===== src/rtl/uart_echo_fifo.sv =====
// UART echo channel: rx frames -> FIFO -> handshaked tx sequencer, with status counters.
// Build macro UART_ECHO_DROP_ERR_EN: frames received with a frame error are not buffered.

module rx #(
    parameter int    CLK_FREQUENCE = 50_000_000,
    parameter int    BAUD_RATE     = 9600,
    parameter string PARITY        = "NONE",
    parameter int    FRAME_WD      = 8
) (
    input  logic                clk,
    input  logic                rst_n,
    input  logic                uart_rx,
    output logic [FRAME_WD-1:0] rx_data,
    output logic                rx_done,
    output logic                frame_error
);
    localparam int BIT_CNT = CLK_FREQUENCE / BAUD_RATE;
    localparam int PAR_EN  = (PARITY == "NONE") ? 0 : 1;
    localparam bit PAR_ODD = (PARITY == "ODD");
    localparam int CW      = $clog2(BIT_CNT);
    localparam int BW      = $clog2(FRAME_WD + PAR_EN + 2);
    localparam logic [BW-1:0] B_DLAST = BW'(FRAME_WD);
    localparam logic [BW-1:0] B_LAST  = BW'(FRAME_WD + PAR_EN + 1);

    logic [1:0]          r_sync;
    logic                r_busy;
    logic [CW-1:0]       r_cnt;
    logic [BW-1:0]       r_bit;
    logic [FRAME_WD-1:0] r_shift;
    logic                r_par;
    logic                r_done;
    logic                r_ferr;
    logic                w_in;
    logic                w_par_bad;

    assign w_in      = r_sync[1];
    assign w_par_bad = (PAR_EN != 0) && ((^{r_shift, r_par}) != PAR_ODD);

    // bit index: 0 start, 1..FRAME_WD data, then parity (optional), then stop
    always_ff @(posedge clk or negedge rst_n) begin
        if (!rst_n) begin
            r_sync  <= 2'b11;
            r_busy  <= 1'b0;
            r_cnt   <= '0;
            r_bit   <= '0;
            r_shift <= '0;
            r_par   <= 1'b0;
            r_done  <= 1'b0;
            r_ferr  <= 1'b0;
        end else begin
            r_sync <= {r_sync[0], uart_rx};
            r_done <= 1'b0;
            if (!r_busy) begin
                if (!w_in) begin
                    r_busy <= 1'b1;
                    r_cnt  <= CW'(BIT_CNT / 2 - 1);
                    r_bit  <= '0;
                end
            end else if (r_cnt != '0) begin
                r_cnt <= r_cnt - CW'(1);
            end else begin
                r_cnt <= CW'(BIT_CNT - 1);
                r_bit <= r_bit + BW'(1);
                if (r_bit == '0) begin
                    if (w_in) r_busy <= 1'b0;
                end else if (r_bit <= B_DLAST) begin
                    r_shift <= {w_in, r_shift[FRAME_WD-1:1]};
                end else if (r_bit == B_LAST) begin
                    r_busy <= 1'b0;
                    r_done <= 1'b1;
                    r_ferr <= !w_in || w_par_bad;
                end else begin
                    r_par <= w_in;
                end
            end
        end
    end

    assign rx_data     = r_shift;
    assign rx_done     = r_done;
    assign frame_error = r_ferr;
endmodule

module tx #(
    parameter int    CLK_FREQUENCE = 50_000_000,
    parameter int    BAUD_RATE     = 9600,
    parameter string PARITY        = "NONE",
    parameter int    FRAME_WD      = 8
) (
    input  logic                clk,
    input  logic                rst_n,
    input  logic                frame_en,
    input  logic [FRAME_WD-1:0] data_frame,
    output logic                tx_done,
    output logic                uart_tx
);
    localparam int BIT_CNT = CLK_FREQUENCE / BAUD_RATE;
    localparam int PAR_EN  = (PARITY == "NONE") ? 0 : 1;
    localparam bit PAR_ODD = (PARITY == "ODD");
    localparam int CW      = $clog2(BIT_CNT);
    localparam int BW      = $clog2(FRAME_WD + PAR_EN + 2);
    localparam logic [BW-1:0] B_DLAST = BW'(FRAME_WD);
    localparam logic [BW-1:0] B_LAST  = BW'(FRAME_WD + PAR_EN + 1);

    logic          r_busy;
    logic [CW-1:0] r_cnt;
    logic [BW-1:0] r_bit;
    logic          r_tx;
    logic          r_done;
    logic          w_dbit;
    logic          w_par;

    // data is read straight from the port, so the caller holds it for the whole frame
    assign w_dbit = |(data_frame & (FRAME_WD'(1) << r_bit));
    assign w_par  = (^data_frame) ^ PAR_ODD;

    always_ff @(posedge clk or negedge rst_n) begin
        if (!rst_n) begin
            r_busy <= 1'b0;
            r_cnt  <= '0;
            r_bit  <= '0;
            r_tx   <= 1'b1;
            r_done <= 1'b0;
        end else begin
            r_done <= 1'b0;
            if (!r_busy) begin
                if (frame_en) begin
                    r_busy <= 1'b1;
                    r_tx   <= 1'b0;
                    r_cnt  <= CW'(BIT_CNT - 1);
                    r_bit  <= '0;
                end
            end else if (r_cnt != '0) begin
                r_cnt <= r_cnt - CW'(1);
            end else begin
                r_cnt <= CW'(BIT_CNT - 1);
                r_bit <= r_bit + BW'(1);
                if (r_bit == B_LAST) begin
                    r_busy <= 1'b0;
                    r_done <= 1'b1;
                end else if (r_bit < B_DLAST) begin
                    r_tx <= w_dbit;
                end else if (r_bit == B_DLAST && PAR_EN != 0) begin
                    r_tx <= w_par;
                end else begin
                    r_tx <= 1'b1;
                end
            end
        end
    end

    assign tx_done = r_done;
    assign uart_tx = r_tx;
endmodule

module uart_echo_fifo #(
    parameter int    CLK_FREQUENCE = 50_000_000,
    parameter int    BAUD_RATE     = 9600,
    parameter string PARITY        = "NONE",
    parameter int    FRAME_WD      = 8,
    parameter int    FIFO_DEPTH    = 16,
    parameter int    CNT_WD        = 8
) (
    input  logic                          clk,
    input  logic                          rst,
    input  logic                          uart_rx,
    output logic                          uart_tx,
    output logic [$clog2(FIFO_DEPTH):0]   fifo_level,
    output logic [CNT_WD-1:0]             ovf_cnt,
    output logic [CNT_WD-1:0]             err_cnt,
    output logic                          tx_busy
);
    localparam int AW = $clog2(FIFO_DEPTH);

    typedef enum logic [1:0] {IDLE, LOAD, WAIT} state_t;

    logic [FRAME_WD-1:0] r_mem [FIFO_DEPTH];
    logic [AW:0]         r_wptr;
    logic [AW:0]         r_rptr;
    logic [AW:0]         r_level;
    logic [FRAME_WD-1:0] r_dout;
    logic [FRAME_WD-1:0] r_tx_data;
    state_t              r_state;
    logic                r_frame_en;
    logic                r_busy;
    logic                r_gap;
    logic [CNT_WD-1:0]   r_ovf;
    logic [CNT_WD-1:0]   r_err;

    logic                w_rst_n;
    logic [FRAME_WD-1:0] w_rx_data;
    logic                w_rx_done;
    logic                w_rx_ferr;
    logic                w_tx_done;
    logic                w_uart_tx;
    logic                w_accept;
    logic                w_full;
    logic                w_empty;
    logic                w_wr;
    logic                w_rd;
    logic                w_ovf;
    logic [AW:0]         w_wptr_nxt;
    logic [AW:0]         w_rptr_nxt;

    assign w_rst_n = !rst;

    rx #(
        .CLK_FREQUENCE(CLK_FREQUENCE),
        .BAUD_RATE    (BAUD_RATE),
        .PARITY       (PARITY),
        .FRAME_WD     (FRAME_WD)
    ) u_rx (
        .clk        (clk),
        .rst_n      (w_rst_n),
        .uart_rx    (uart_rx),
        .rx_data    (w_rx_data),
        .rx_done    (w_rx_done),
        .frame_error(w_rx_ferr)
    );

    tx #(
        .CLK_FREQUENCE(CLK_FREQUENCE),
        .BAUD_RATE    (BAUD_RATE),
        .PARITY       (PARITY),
        .FRAME_WD     (FRAME_WD)
    ) u_tx (
        .clk       (clk),
        .rst_n     (w_rst_n),
        .frame_en  (r_frame_en),
        .data_frame(r_tx_data),
        .tx_done   (w_tx_done),
        .uart_tx   (w_uart_tx)
    );

`ifdef UART_ECHO_DROP_ERR_EN
    assign w_accept = !w_rx_ferr;
`else
    assign w_accept = 1'b1;
`endif

    assign w_full  = (r_wptr[AW] != r_rptr[AW])
                  && (r_wptr[AW-1:0] == r_rptr[AW-1:0]);
    assign w_empty = (r_wptr == r_rptr);
    assign w_wr    = w_rx_done && !w_full && w_accept;
    assign w_ovf   = w_rx_done && w_full && w_accept;
    // one idle cycle after every frame acts as a stop-bit guard
    assign w_rd    = (r_state == IDLE) && !w_empty && !r_gap;

    assign w_wptr_nxt = r_wptr + (AW+1)'(w_wr);
    assign w_rptr_nxt = r_rptr + (AW+1)'(w_rd);

    always_ff @(posedge clk) begin
        if (w_wr) r_mem[r_wptr[AW-1:0]] <= w_rx_data;
    end

    always_ff @(posedge clk or posedge rst) begin
        if (rst) begin
            r_wptr  <= '0;
            r_rptr  <= '0;
            r_level <= '0;
            r_dout  <= '0;
        end else begin
            r_wptr  <= w_wptr_nxt;
            r_rptr  <= w_rptr_nxt;
            r_level <= w_wptr_nxt - w_rptr_nxt;
            if (w_rd) r_dout <= r_mem[r_rptr[AW-1:0]];
        end
    end

    always_ff @(posedge clk or posedge rst) begin
        if (rst) begin
            r_state    <= IDLE;
            r_frame_en <= 1'b0;
            r_busy     <= 1'b0;
            r_gap      <= 1'b0;
            r_tx_data  <= '0;
        end else begin
            r_frame_en <= 1'b0;
            unique case (r_state)
                IDLE: begin
                    if (r_gap) begin
                        r_gap <= 1'b0;
                    end else if (!w_empty) begin
                        r_state    <= LOAD;
                        r_frame_en <= 1'b1;
                        r_busy     <= 1'b1;
                    end
                end
                LOAD: begin
                    r_tx_data <= r_dout;
                    r_state   <= WAIT;
                end
                WAIT: begin
                    if (w_tx_done) begin
                        r_state <= IDLE;
                        r_busy  <= 1'b0;
                        r_gap   <= 1'b1;
                    end
                end
                default: r_state <= IDLE;
            endcase
        end
    end

    always_ff @(posedge clk or posedge rst) begin
        if (rst) begin
            r_ovf <= '0;
            r_err <= '0;
        end else begin
            if (w_ovf && r_ovf != '1) r_ovf <= r_ovf + CNT_WD'(1);
            if (w_rx_done && w_rx_ferr && r_err != '1) r_err <= r_err + CNT_WD'(1);
        end
    end

    assign uart_tx    = w_uart_tx;
    assign fifo_level = r_level;
    assign ovf_cnt    = r_ovf;
    assign err_cnt    = r_err;
    assign tx_busy    = r_busy;
endmodule


===== config.mk =====
export PLATFORM = sky130hd
export DESIGN_NAME = uart_echo_fifo
export DESIGN_NICKNAME = d
export VERILOG_FILES = /design/src/rtl/uart_echo_fifo.sv
export SDC_FILE = /design/constraint.sdc
export NUM_CORES = 1
export LEC_CHECK = 0
export BUFFER_PORTS_ARGS = -buffer_cell sky130_fd_sc_hd__buf_2
export CAP_MARGIN = 20
export CELL_PAD_IN_SITES_DETAIL_PLACEMENT = 1
export CELL_PAD_IN_SITES_GLOBAL_PLACEMENT = 1
export CORE_UTILIZATION = 40
export CTS_CLUSTER_DIAMETER = 40
export DETAILED_ROUTE_END_ITERATION = 6
export GPL_TIMING_DRIVEN = 0
export PLACE_DENSITY_LB_ADDON = 0.3
export SYNTH_ARGS = -nofsm -noshare
export SYNTH_HDL_FRONTEND = slang
export SYNTH_SLANG_ARGS = --single-unit

===== constraint.sdc =====
create_clock -name clk -period 3 [get_ports clk]
set_input_delay 0.3 -clock clk [delete_from_list [all_inputs] [get_ports clk]]
set_output_delay 0.3 -clock clk [all_outputs]
set_load 0.005 [all_outputs]

==> results of run 1 <==
flip-flops by register name, indices dropped and copies added (netlist names):
signal and cells:
err_cnt 8, fifo_level 5, ovf_cnt 8, r_dout 8, r_frame_en 1, r_gap 1, r_mem 128, r_rptr 5
r_state 2, r_tx_data 8, r_wptr 5, tx_busy 1, u_rx.frame_error 1, u_rx.r_bit 4, u_rx.r_busy 1, u_rx.r_cnt 13
u_rx.r_sync 2, u_rx.rx_data 8, u_rx.rx_done 1, u_tx.r_bit 4, u_tx.r_busy 1, u_tx.r_cnt 13, u_tx.tx_done 1, u_tx.uart_tx 1
worst register-to-register path: cells and delay by family, from the launching register on:
kind / cells / cell delay [ps]
adder cells (fa/ha/maj): 3 / 740
AO/OA/AOI/OAI: 3 / 640
XOR/XNOR: 4 / 490
flip-flops: 1 / 370
buffers and inverters: 3 / 320
AND/OR/NAND/NOR: 1 / 240
repair_timing:
item,in CTS,in global routing
gates resized for setup,32,7
buffers inserted,15,8
setup endpoints to repair,37,2
endpoints found under the hold margin,37,0
pin swaps,7,12
hold buffers,2,0
layout by cell type, fill, tap and decap left out, drive strengths merged, types with 4 or more instances in the layout:
cell      Yosys  layout
a21boi        4       4
a21o         12      12
a21oi        18      18
a22oi        18      18
buf           9      67
clkbuf       15      48
clkinv        0       9
clkinvlp      0       4
dfrtp        99      99
edfxtp      128     128
ha           21      21
inv          29      35
mux2         19      19
mux2i         4       4
mux4         32      32
nand2        28      28
nand2b        6       6
nand3        22      22
nand4        10      10
nor2         24      24
nor2b        11      11
nor3         18      18
nor4          9       9
o21ai        23      23
o31ai         6       6
xnor2        25      25
xor2         11      11
per-layer routing:
| metal | wire, µm | global-route usage |
|---|---|---|
| met1 | 9270 | 0.235 |
| met2 | 11200 | 0.318 |
| met3 | 860 | 0.0289 |
| met4 | 433 | 0.0439 |
| met5 | 0 | 0 |
final timing paths:
check	to	cells after the start
min in group clk	u_rx.r_sync[1]	0
max in group asynchronous	u_rx.r_sync[1]	4
worst min register to register	u_rx.r_sync[1]	0
worst min-delay path	u_tx.r_cnt[11]	3
worst max-delay path	fifo_level[4]	14
worst max register to register	fifo_level[4]	14
synthesized netlist by cell type (3+ instances only):
master                     number
sky130_fd_sc_hd__or2_2          3
sky130_fd_sc_hd__ha_1          21
sky130_fd_sc_hd__clkbuf_1      15
sky130_fd_sc_hd__a22oi_1       18
sky130_fd_sc_hd__o31ai_1        6
sky130_fd_sc_hd__nand3_1       21
sky130_fd_sc_hd__mux2_2        19
sky130_fd_sc_hd__nor2b_1       11
sky130_fd_sc_hd__a21o_1        12
sky130_fd_sc_hd__mux2i_1        4
sky130_fd_sc_hd__o22a_1         3
sky130_fd_sc_hd__or3_1          3
sky130_fd_sc_hd__nand2b_1       6
sky130_fd_sc_hd__mux4_2        32
sky130_fd_sc_hd__xnor2_1       25
sky130_fd_sc_hd__a211oi_1       3
sky130_fd_sc_hd__inv_1         29
sky130_fd_sc_hd__nor3_1        17
sky130_fd_sc_hd__dfstp_2        3
sky130_fd_sc_hd__nand4_1       10
sky130_fd_sc_hd__nor4_1         8
sky130_fd_sc_hd__nor2_1        24
sky130_fd_sc_hd__xor2_1        11
sky130_fd_sc_hd__nand2_1       27
sky130_fd_sc_hd__buf_2          7
sky130_fd_sc_hd__dfrtp_1       99
sky130_fd_sc_hd__edfxtp_1     128
sky130_fd_sc_hd__a21oi_1       18
sky130_fd_sc_hd__o21ai_0       23
report_power, final:
group | internal, mW | switching, mW
Clock | 2.21 | 1.41
Combinational | 0.00733 | 0.0292
Sequential | 3.32 | 0.000310
Total | 5.54 | 1.44
cell families (layout without fill, tap and decap cells):
kind of cell             after synthesis  after routing  share of synthesized area
AO/OA/AOI/OAI                         97             97                     0.0659
buffers and inverters                 53            168                     0.0215
adder cells (fa/ha/maj)               22             22                     0.0293
XOR/XNOR                              36             36                     0.0327
AND/OR/NAND/NOR                      150            150                     0.0853
multiplexers                          55             55                      0.101
flip-flops                           230            230                      0.664
metrics by stage:
stage | utilization | TNS [ps] | setup WS [ps]
2_1_floorplan | - | 0 | 29.5
3_3_place_gp | 0.432 | -116240 | -1050
3_5_place_dp | 0.436 | -7860 | -878
4_1_cts | 0.491 | 0 | 4.08
5_1_grt | 0.495 | -49.1 | -49.1
6_report | 0.495 | 0 | 68.1
layout make-up:
cell class | instances | area, µm²
plain buffers | 22 | 129
fillers | 2363 | 11900
well taps | 319 | 399
repair buffers | 59 | 400
multi-input cells | 360 | 3160
clock buffers | 36 | 805
clock inverters | 22 | 238
flip-flops and latches | 230 | 6410
inverters | 29 | 111
==> results, run 1 <==
- TritonCTS created 31 clock buffers.
- Summing every instance area after synthesis gives 0.00964 mm².
- The area growth from synthesis to layout is 20.8%.
- The number of global-route vias before repair is 6168.
- Entering global routing, the biggest net connects 66 pins.
- The synthesis-stage register bit count is 230.
- The final number of setup-violating endpoints is 0.
- In this run the deepest clock path goes through 3 buffers.
- The flow ran to the end, and the final reports show no timing, DRC or antenna violations.
- The number of standard cells in the final layout excluding fillers is 1077.
- The number of max-slew violations in the final report is 0.
- The register-to-register path setup slack is 70 ps.
- The detailed router placed 5654 vias in this run.
- The number of remaining DRC errors is 0.
- The type of destination of the critical path is a flip-flop.
- For this configuration, the core starts out at a cell density of 0.409.
- Walking the worst path, the cells encountered are buf_6 -> xnor2_2 -> nand4_1 -> o21ai_2 -> buf_8 -> inv_1 -> ha_1 -> ha_4 -> xnor2_4 -> ha_1 -> a21o_1 -> a21oi_2 -> xnor2_1 -> xnor2_1.
- The first routing iteration left 401 violations.
- The number of antenna diodes in the final layout is 0.
- The final global-route overflow total is 0.
- The category of the most critical setup path is reg2reg.
- The average routed wire per standard cell is 20.2 µm.
- The fraction of the yosys area taken by sequential cells is 0.664.
- On the final layout, the worst clock skew is 12.8 ps.
- Power comes to 6.98 mW.
- The startpoint class of the critical path is a flip-flop.
- The number of nets in the synthesized netlist is 668.
- The top achievable clock speed is 0.341 GHz.
- The wire length of the first global-routing pass is 34200 µm.
- The static leakage is 4.37 nW.
- In this run the critical register-to-register path is launched from r_wptr[3].
- The worst-skew pair later-pin latency is 550 ps.
- In this run the worst path has a maximum fanout of 3.
- The placed instances occupy a cell area of 0.0103 mm².
- The post-route minimum period is 2930 ps.
- The maximum level of the CTS H-tree is 1.
- Max-cap violations in this run came to 0.
- In the final layout, the share of cells above drive strength 1 is 0.282.
- Clock-pin slew was measured on the worst setup and hold paths at 60 ps.
- The number of buffers and inverters on the critical path is 3.
- Port buffering added 25 buffers.
- The number of sinks driven by the clock tree is 230.
- The kind of cell adding the most delay to the critical path is adder cells.
- In the global route stage, overall resource usage came out at 0.182.
- The total number of placement rows is 56.
- The min-delay analysis places its worst path in the category in2async.
- The floorplan step defined a die boundary enclosing 0.0247 mm².
- The share of the clock period used by the worst path after layout is 0.977.
- The number of different library cells used by synthesis comes to 57.
- Using the TritonRoute via totals, the vias-per-cell ratio works out to 5.25.
- For the pin with the worst max-slew slack, the measured transition is 883 ps.
- Data arrives at the worst endpoint at 3360 ps.
- The die is 157 µm tall.
- The Yosys step of the flow raised 0 warnings.
- The synthesized instance count is 643.
- The most used flip-flop cell after synthesis is sky130_fd_sc_hd__edfxtp_1.
- The core region area is 0.0235 mm².
- The count of TritonRoute iterations in the first routing pass is 4.
- In this run the worst setup path begins at r_wptr[3].
- The clock tree root buffer cell is sky130_fd_sc_hd__clkbuf_16.
- The routability congestion estimate is 0.796.
- The required time of the critical path is 3430 ps.
- The number of ports placed on the die boundary is 26.
- For this design the ratio of total power to cell area is 599 mW/mm².
- The clock tree from TritonCTS is built.
- The remaining number of nets flagged by the antenna check after routing is 0.
- The final number of hold-violating endpoints is 0.
- The HPWL after detailed placement is 14000 µm.
- Counting tap cells, the placed design contains a total of 996 instances.
- The floorplan step set the die width to 157 µm.
- The post-synthesis area per instance is 15.0 µm².
- The maximum vdd drop is 0.406 mV.
- The critical path's slowest cell is sky130_fd_sc_hd__dfrtp_1.
- In this run, synthesis inferred 128 flip-flops with an integrated enable.
- The share of synthesized flip-flops with an asynchronous set or reset is 0.443.
- In the post-synthesis netlist, the biggest area contributors are sky130_fd_sc_hd__edfxtp_1 40%, sky130_fd_sc_hd__dfrtp_1 26%, sky130_fd_sc_hd__mux4_2 7.5%.
- The cell type contributing the most total cell area after synthesis is sky130_fd_sc_hd__edfxtp_1.
- The net total in the final layout is 758.
- After routing the design area is 0.0116 mm².
- The initial antenna violation count was 0.
- The area fraction of the dominant cell type after synthesis is 0.399.
- The delay of the slowest cell on the worst path is 370 ps.
- In this run the tightest slew margin relative to its limit is 0.409.
- Wires add up to 21700 µm.
- Across all hold checks on the routed design, the worst slack comes to 346 ps.
(Power assumes the default switching activity.)
==> run 2, diff against run 1 <==
clock period = 2.7 ns   (was 3 ns; I/O delays follow)
==> results, run 2 (synthesized netlist as in run 1, its figures left out) <==
- The run finished, with violations left.
- The final reports fail on negative setup slack.
- The count of TritonRoute iterations in the first routing pass is 4 (unchanged).
- The overall power consumption is 8.01 mW (+15%).
- The relative max-transition margin is 0.478 (+0.0690).
- The largest clock skew in the final design is 31.3 ps (+18.5 ps).
- The net total in the final layout is 761 (+0.40%).
- The fill cell total of the finished layout is 2344 (-0.80%).
- The initial antenna violation count is 0 (unchanged).
- The critical path goes through xnor2_1 -> nand4_1 -> o21ai_2 -> clkbuf_8 -> inv_4 -> ha_4 -> ha_4 -> inv_4 -> fa_2 -> inv_2 -> a21o_1 -> a21oi_2 -> xnor2_1 -> xnor2_1.
- The detailed placer's ending HPWL is 13900 µm (-0.53%).
- The number of sinks driven by the clock tree came to 230 (unchanged).
- The cell that appears most often on the critical path is sky130_fd_sc_hd__xnor2_1.
- The deepest clock path buffer count was 3 (unchanged).
- The final worst hold slack came to 354 ps (+8.00 ps).
- The number of remaining DRC errors is 0 (unchanged).
- The max-cap violation count came to 0 (unchanged).
- The delay of the slowest cell on the worst path is 440 ps (+70 ps).
- The measured slew at the worst slew-check pin came to 777 ps (-106 ps).
- The minimum setup slack in the final design is -159 ps (-227 ps).
- The final number of setup-violating endpoints came to 2 (+2).
- TritonCTS built the clock tree.
- The number of standard cells in the final layout excluding fillers is 1080 (+0.28%).
- The slowest stage of the critical path belongs to the cell sky130_fd_sc_hd__dfrtp_2.
- The via count normalized by instance count is 5.26 (+0.27%).
- The starting density of the core is 0.409 (unchanged).
- Leaving out fill and tap cells, the most frequent cells in the layout are 128 x sky130_fd_sc_hd__edfxtp_1, 94 x sky130_fd_sc_hd__dfrtp_1, 37 x sky130_fd_sc_hd__clkbuf_16, 33 x sky130_fd_sc_hd__buf_4, 32 x sky130_fd_sc_hd__mux4_2.
- The worst-skew pair later-pin latency is 510 ps (-40 ps).
- The number of max-slew violations in the final report is 0 (unchanged).
- The critical path is of the reg2reg type.
- The final global-route overflow total is 0 (unchanged).
- The maximum level of the CTS H-tree was 2 (+1).
- The total routed wirelength is 22600 µm (+3.9%).
- The final antenna diode count came to 0 (unchanged).
- The routability congestion estimate is 0.795 (-0.16%).
- The worst setup path is launched from a flip-flop.
- The most common cell after layout, fill and taps aside is sky130_fd_sc_hd__edfxtp_1.
- The average routed wire per standard cell was 20.9 µm (+3.6%).
- The peak fanout along the critical path is 5 (+2).
- The maximum vdd drop was 0.486 mV (+20%).
- The data arrival time of the worst path is 3230 ps (-130 ps).
- The layout overhead on the synthesized area is 22.6%.
- The total number of placement rows is 56 (unchanged).
- The die boundary width is 157 µm (unchanged).
- The fraction of layout instances using a drive strength above 1 came to 0.297 (+0.0147).
- The total clock buffers created by CTS is 34 (+9.7%).
- The maximum number of pins on one net before global-route repair was 43 (-35%).
- The flip-flop count of the largest register, all copies and words added is 128 (unchanged).
- The core region area is 0.0235 mm² (unchanged).
- The clock transition time at the flip-flop clock pins of the worst setup and hold paths was 60 ps (about the same).
- The static leakage was 4.41 nW (+0.94%).
- The power per cell area was 678 mW/mm² (+13%).
- In this run the clock root is driven by a sky130_fd_sc_hd__clkbuf_16.
- The share of the clock period used by the worst path after layout was 1.06 (+0.0815).
- The total via count in the routed design is 5685 (+0.55%).
- The number of input and output port buffers inserted is 25 (unchanged).
- The placed cell count was 997 (+0.10%).
- The number of ports placed on the die boundary was 26 (unchanged).
- The final number of hold-violating endpoints was 0 (unchanged).
- The total negative slack is -171 ps (-171 ps).
- The wire length of the first global-routing pass is 35000 µm (+2.4%).
- The top achievable clock speed was 0.350 GHz (+2.6%).
- The height of the die was 157 µm (unchanged).
- The global-route usage over all layers is 0.190 (+0.00818).
- The number of global-route vias before repair came to 6250 (+1.3%).
- STA classifies the critical path endpoint as a flip-flop.
- The tightest min-delay check is of the reg2reg type.
- The die area is 0.0247 mm² (unchanged).
- The post-route minimum period is 2860 ps (-73.2 ps).
- Setup repair after global routing could not meet its margin everywhere.
- The remaining number of nets flagged by the antenna check after routing is 0 (unchanged).
- The violation count after the first detailed-route iteration is 401 (unchanged).
- The required time of the critical path is 3070 ps (-360 ps).
run 2: path summary, 6_finish.rpt:
path / start / to / slack, ps / cells past startpoint
setup / recovery: r_rptr[2] / fifo_level[4] / -160 / 14
hold / removal: u_rx.r_sync[0] / u_rx.r_sync[1] / 350 / 0
setup reg to reg: r_rptr[2] / fifo_level[4] / -160 / 14
hold reg to reg: u_rx.r_sync[0] / u_rx.r_sync[1] / 350 / 0
max in group asynchronous: rst / u_rx.r_sync[0] / 1420 / 5
min in group asynchronous: rst / u_tx.r_cnt[11] / 370 / 3
run 2: metrics by stage:
stage / area [µm²] / setup slack, ps / utilization
6_report: 11800 / -159 / 0.502
5_1_grt: 11800 / -264 / 0.502
4_1_cts: 11700 / -156 / 0.496
3_5_place_dp: 10300 / -956 / 0.437
3_3_place_gp: 10200 / -894 / 0.432
2_1_floorplan: 9640 / -170 / -
run 2: repair_timing:
item / CTS / global route
hold buffers: 2 / 0
gates resized for setup: 39 / 21
setup endpoints to repair: 91 / 68
pin swaps: 9 / 15
endpoints found under the hold margin: 20 / 0
buffers inserted: 15 / 10
run 2: layer usage:
metal	routed length, µm	track usage
met2	11700	0.328
met3	1010	0.0355
met1	9400	0.237
met4	442	0.0638
met5	0	0.0145
run 2: where the power goes:
part / total [mW] / switching (mW) / internal (mW)
Clock: 4.28 / 1.63 / 2.65
Sequential: 3.69 / 0.000359 / 3.69
Combinational: 0.0437 / 0.0338 / 0.00992
run 2: area by class of cell:
class                   instances  area, µm²  share of cell area
repair buffers                 62        433              0.0366
clock buffers                  42        955              0.0808
inverters                      29        118             0.00995
well taps                     319        399              0.0338
multi-input cells             360       3260               0.276
flip-flops and latches        230       6410               0.542
plain buffers                  19       88.8             0.00752
clock inverters                19        161              0.0137
run 2: worst max-delay path, delay by kind of cell, from the launching register on:
family	cells	cell delay [ps]
xor+xnor	3	430
compound gates	3	480
buf+inv	4	310
simple gates	1	220
fa+ha+maj	3	810
flops	1	440
==> run 3, diff against run 2 <==
CORE_UTILIZATION = 25   (was 40)
HOLD_SLACK_MARGIN = 0.15   (was default)
SYNTH_HIERARCHICAL = 1   (was default)
==> results, run 3 <==
- The library cells used most frequently in the layout, excluding fill and tap cells, are 128 x sky130_fd_sc_hd__edfxtp_1, 96 x sky130_fd_sc_hd__dfrtp_1, 44 x sky130_fd_sc_hd__nor2_1, 40 x sky130_fd_sc_hd__clkbuf_16, 36 x sky130_fd_sc_hd__mux2_2.
- The maximum number of pins on one net before global-route repair was 37 (-14%).
- The share of the clock period used by the worst path after layout was 1.07 (+0.00630).
- The measured slew at the worst slew-check pin came to 917 ps (+140 ps).
- The count of yosys warnings during synthesis is 6 (+6).
- The fraction of the yosys area taken by sequential cells was 0.640 (-0.0245).
- The height of the die came to 202 µm (+29%).
- The number of standard cells in the final layout excluding fillers came to 1342 (+24%).
- The tree is rooted in a sky130_fd_sc_hd__clkbuf_16.
- The post-route minimum period is 2880 ps (+17.0 ps).
- The startpoint class of the critical path is a flip-flop.
- The remaining number of nets flagged by the antenna check after routing was 0 (unchanged).
- The total routed wirelength is 23400 µm (+3.9%).
- The die area was 0.0408 mm² (+65%).
- Setup repair after global routing could not meet its margin everywhere.
- The part of the power in combinational logic is 0.005 (about the same).
- The final number of hold-violating endpoints is 0 (unchanged).
- The max-cap violation count is 0 (unchanged).
- The startpoint identified for the worst hold timing path is u_rx/r_sync[0].
- The worst-skew pair later-pin latency is 530 ps (+20 ps).
- The startpoint of the worst register-to-register path is r_wptr[0].
- The global-route usage over all layers is 0.119 (-0.0706).
- The maximum level of the CTS H-tree is 2 (unchanged).
- The relative max-transition margin is 0.388 (-0.0906).
- The synthesis-stage register bit count was 230 (unchanged).
- The type of destination of the critical path is a flip-flop.
- The final worst hold slack is 352 ps (-1.72 ps).
- The die boundary width came to 202 µm (+29%).
- The area taken by flip-flops and latches came to 0.00640 mm² (about the same).
- The switching part of the total power came to 0.215 (+0.00739).
- The power per cell area is 673 mW/mm² (-0.82%).
- The required time of the critical path came to 3140 ps (+70 ps).
- The wire length of the first global-routing pass is 37900 µm (+8.2%).
- The number of remaining DRC errors is 0 (unchanged).
- The cell type contributing the most total cell area after synthesis is sky130_fd_sc_hd__edfxtp_1.
- The detailed placer's ending HPWL is 15300 µm (+9.7%).
- The run finished, with violations left.
- The most common cell in the synthesized netlist is sky130_fd_sc_hd__edfxtp_1.
- The checks that failed: negative setup slack.
- The number of enable flip-flop cells after synthesis is 128 (unchanged).
- The footprint of the multi-input gates is 0.00361 mm² (+11%).
- The total number of placement rows came to 72 (+29%).
- The number of ports placed on the die boundary is 26 (unchanged).
- The worst setup path is of the reg2reg kind.
- The number of max-slew violations in the final report came to 0 (unchanged).
- The type of the most critical hold path is reg2reg.
- The fraction of layout instances using a drive strength above 1 is 0.295 (-0.00207).
- The peak fanout along the critical path is 3 (-2).
- The proportion of power drawn by the clock network came to 0.558 (+0.023).
- The core region area is 0.0391 mm² (+66%).
- The initial antenna violation count was 0 (unchanged).
- The average routed wire per standard cell came to 17.5 µm (-16%).
- The starting density of the core came to 0.256 (-0.153).
- The final number of setup-violating endpoints is 3 (+1).
- The final global-route overflow total is 0 (unchanged).
- The net total in the final layout was 822 (+8.0%).
- The number of sinks driven by the clock tree is 230 (unchanged).
- TritonCTS built the clock tree.
- The data arrival time of the worst path is 3320 ps (+90 ps).
- The placed cell count was 1252 (+26%).
- The number of global-route vias before repair is 6610 (+5.8%).
- The deepest clock path buffer count was 3 (unchanged).
- The violation count after the first detailed-route iteration was 279 (-30%).
- The via count normalized by instance count is 4.51 (-14%).
- The register-to-register path setup slack came to -180 ps (-20 ps).
- The count of TritonRoute iterations in the first routing pass is 4 (unchanged).
- The total clock buffers created by CTS came to 39 (+15%).
- The worst-case setup slack after placement is -811 ps (+145 ps).
- The worst setup path startpoint is r_wptr[0].
- The total via count in the routed design is 6052 (+6.5%).
- The share of synthesized flip-flops with an asynchronous set or reset was 0.443 (unchanged).
- The area fraction of the dominant cell type after synthesis is 0.384 (-0.0147).
- Among all flip-flop cells after synthesis, the most frequent one is sky130_fd_sc_hd__edfxtp_1.
- The cell area after synthesis is 0.0100 mm² (+3.8%).
- The most common cell after layout, fill and taps aside is sky130_fd_sc_hd__edfxtp_1.
- The proportion of power drawn by flip-flops and latches is 0.436 (-0.024).
- The distinct cell type count of the synthesized netlist came to 68 (+19%).
- Ranked by instance count, the synthesized netlist is headed by 128 x sky130_fd_sc_hd__edfxtp_1, 99 x sky130_fd_sc_hd__dfrtp_1, 44 x sky130_fd_sc_hd__nor2_1, 36 x sky130_fd_sc_hd__mux2_2, 34 x sky130_fd_sc_hd__nand2_1.
- The cell-internal power is 6.63 mW (+4.5%).
- The clock transition time at the flip-flop clock pins of the worst setup and hold paths is 60 ps (about the same).
- The net count after synthesis was 729 (+9.1%).
- The maximum vdd drop is 0.405 mV (-17%).
- By area the synthesized netlist is led by sky130_fd_sc_hd__edfxtp_1 38%, sky130_fd_sc_hd__dfrtp_1 25%, sky130_fd_sc_hd__mux4_2 5.4%.
- The minimum setup slack in the final design is -176 ps (-17.0 ps).
- The flip-flop count of the largest register, all copies and words added is 128 (unchanged).
- The number of input and output port buffers inserted is 25 (unchanged).
- The largest clock skew in the final design was 20.1 ps (-11.1 ps).
- The layout overhead on the synthesized area is 25.6%.
- The post-synthesis area per instance is 14.3 µm² (-4.9%).
- The net switching power is 1.82 mW (+9.3%).
- The final antenna diode count is 0 (unchanged).
- The synthesized instance count is 702 (+9.2%).
- The top achievable clock speed is 0.348 GHz (-0.59%).
- The static leakage is 4.52 nW (+2.6%).
- The routability congestion estimate is 0.706 (-11%).
- The fill cell total of the finished layout is 4158 (+77%).
==> run 3: cell types whose count changed in the layout (fill, tap and decap cells not counted), sizes merged, moves of 7 or more <==
cell	change
a21o	-10
a21oi	+13
a22oi	-18
clkbuf	+9
mux2	+17
mux4	-8
nor2	+20
o22ai	+7
==> run 3: path summary, 6_finish.rpt <==
check,cells past startpoint,endpoint
worst min-delay path,0,u_rx/r_sync[1]
max in group asynchronous,5,r_dout[6]
worst max register to register,14,fifo_level[4]
worst min register to register,0,u_rx/r_sync[1]
worst max-delay path,14,fifo_level[4]
min in group asynchronous,3,u_tx/r_cnt[5]
==> run 3: cell families after synthesis <==
kind of cell               synth area share
adders and majority gates            0.0308
AOI/OAI and AO/OA                    0.0725
xor gates and xnor gates             0.0333
and+or+nand+nor                       0.102
muxes                                0.0965
buffers and inverters                0.0253
DFF                                   0.640
==> run 3: timing repair <==
| action | 4_1_cts | 5_1_grt |
|---|---|---|
| endpoints found under the setup margin | 9 | 4 |
| resized for setup | 36 | 10 |
| endpoints found under the hold margin | 33 | 0 |
| pin swaps | 17 | 12 |
| hold buffers | 2 | 0 |
| buffers inserted | 16 | 5 |
==> run 3: per-layer routing <==
metal / share of wire / GRT usage
met2: 0.47 / 0.190
met5: 0 / 0
met4: 0.021 / 0.0395
met1: 0.47 / 0.160
met3: 0.037 / 0.0250
==> run 3: stage by stage <==
step / setup TNS, ps / utilization / area [µm²] / power [mW]
final: -232 / 0.322 / 12600 / 8.46
after detailed placement: -2020 / 0.279 / 10900 / 3.80
after CTS: -256 / 0.320 / 12500 / 8.59
after floorplan: -222 / - / 10000 / 3.78
after global placement: -21550 / 0.276 / 10800 / 3.79
after global routing: -886 / 0.322 / 12600 / 8.73
==> run 3: power groups by stage <==
stage | sequential [mW] | combinational, mW | clock, mW
CTS | 3.69 | 0.0490 | 4.85
finish | 3.69 | 0.0454 | 4.72
floorplan | 3.75 | 0.0245 | 0
global placement | 3.76 | 0.0393 | 0
global route | 3.69 | 0.0539 | 4.99
detailed placement | 3.75 | 0.0466 | 0
==> run 3: area by class of cell <==
cell class / instances / area share
Inverter: 28 / 0.00886
Timing Repair Buffer: 52 / 0.0295
Buffer: 28 / 0.0134
Tap cell: 518 / 0.0516
Clock buffer: 48 / 0.0844
Multi-Input combinational cell: 416 / 0.287
Clock inverter: 22 / 0.0156
Sequential cell: 230 / 0.509
==> run 3: worst max-delay path, stage by stage, from the launching register on <==
cell and delay, ps:
sky130_fd_sc_hd__dfrtp_1 390, sky130_fd_sc_hd__buf_6 140, sky130_fd_sc_hd__xor2_4 150, sky130_fd_sc_hd__nor4_4 390, sky130_fd_sc_hd__buf_12 160, sky130_fd_sc_hd__a2111oi_4 70
sky130_fd_sc_hd__buf_6 170, sky130_fd_sc_hd__ha_4 170, sky130_fd_sc_hd__nand2_2 120, sky130_fd_sc_hd__xor2_4 200, sky130_fd_sc_hd__ha_4 230, sky130_fd_sc_hd__a21o_1 180
sky130_fd_sc_hd__a21oi_2 150, sky130_fd_sc_hd__xnor2_1 150, sky130_fd_sc_hd__xnor2_1 130
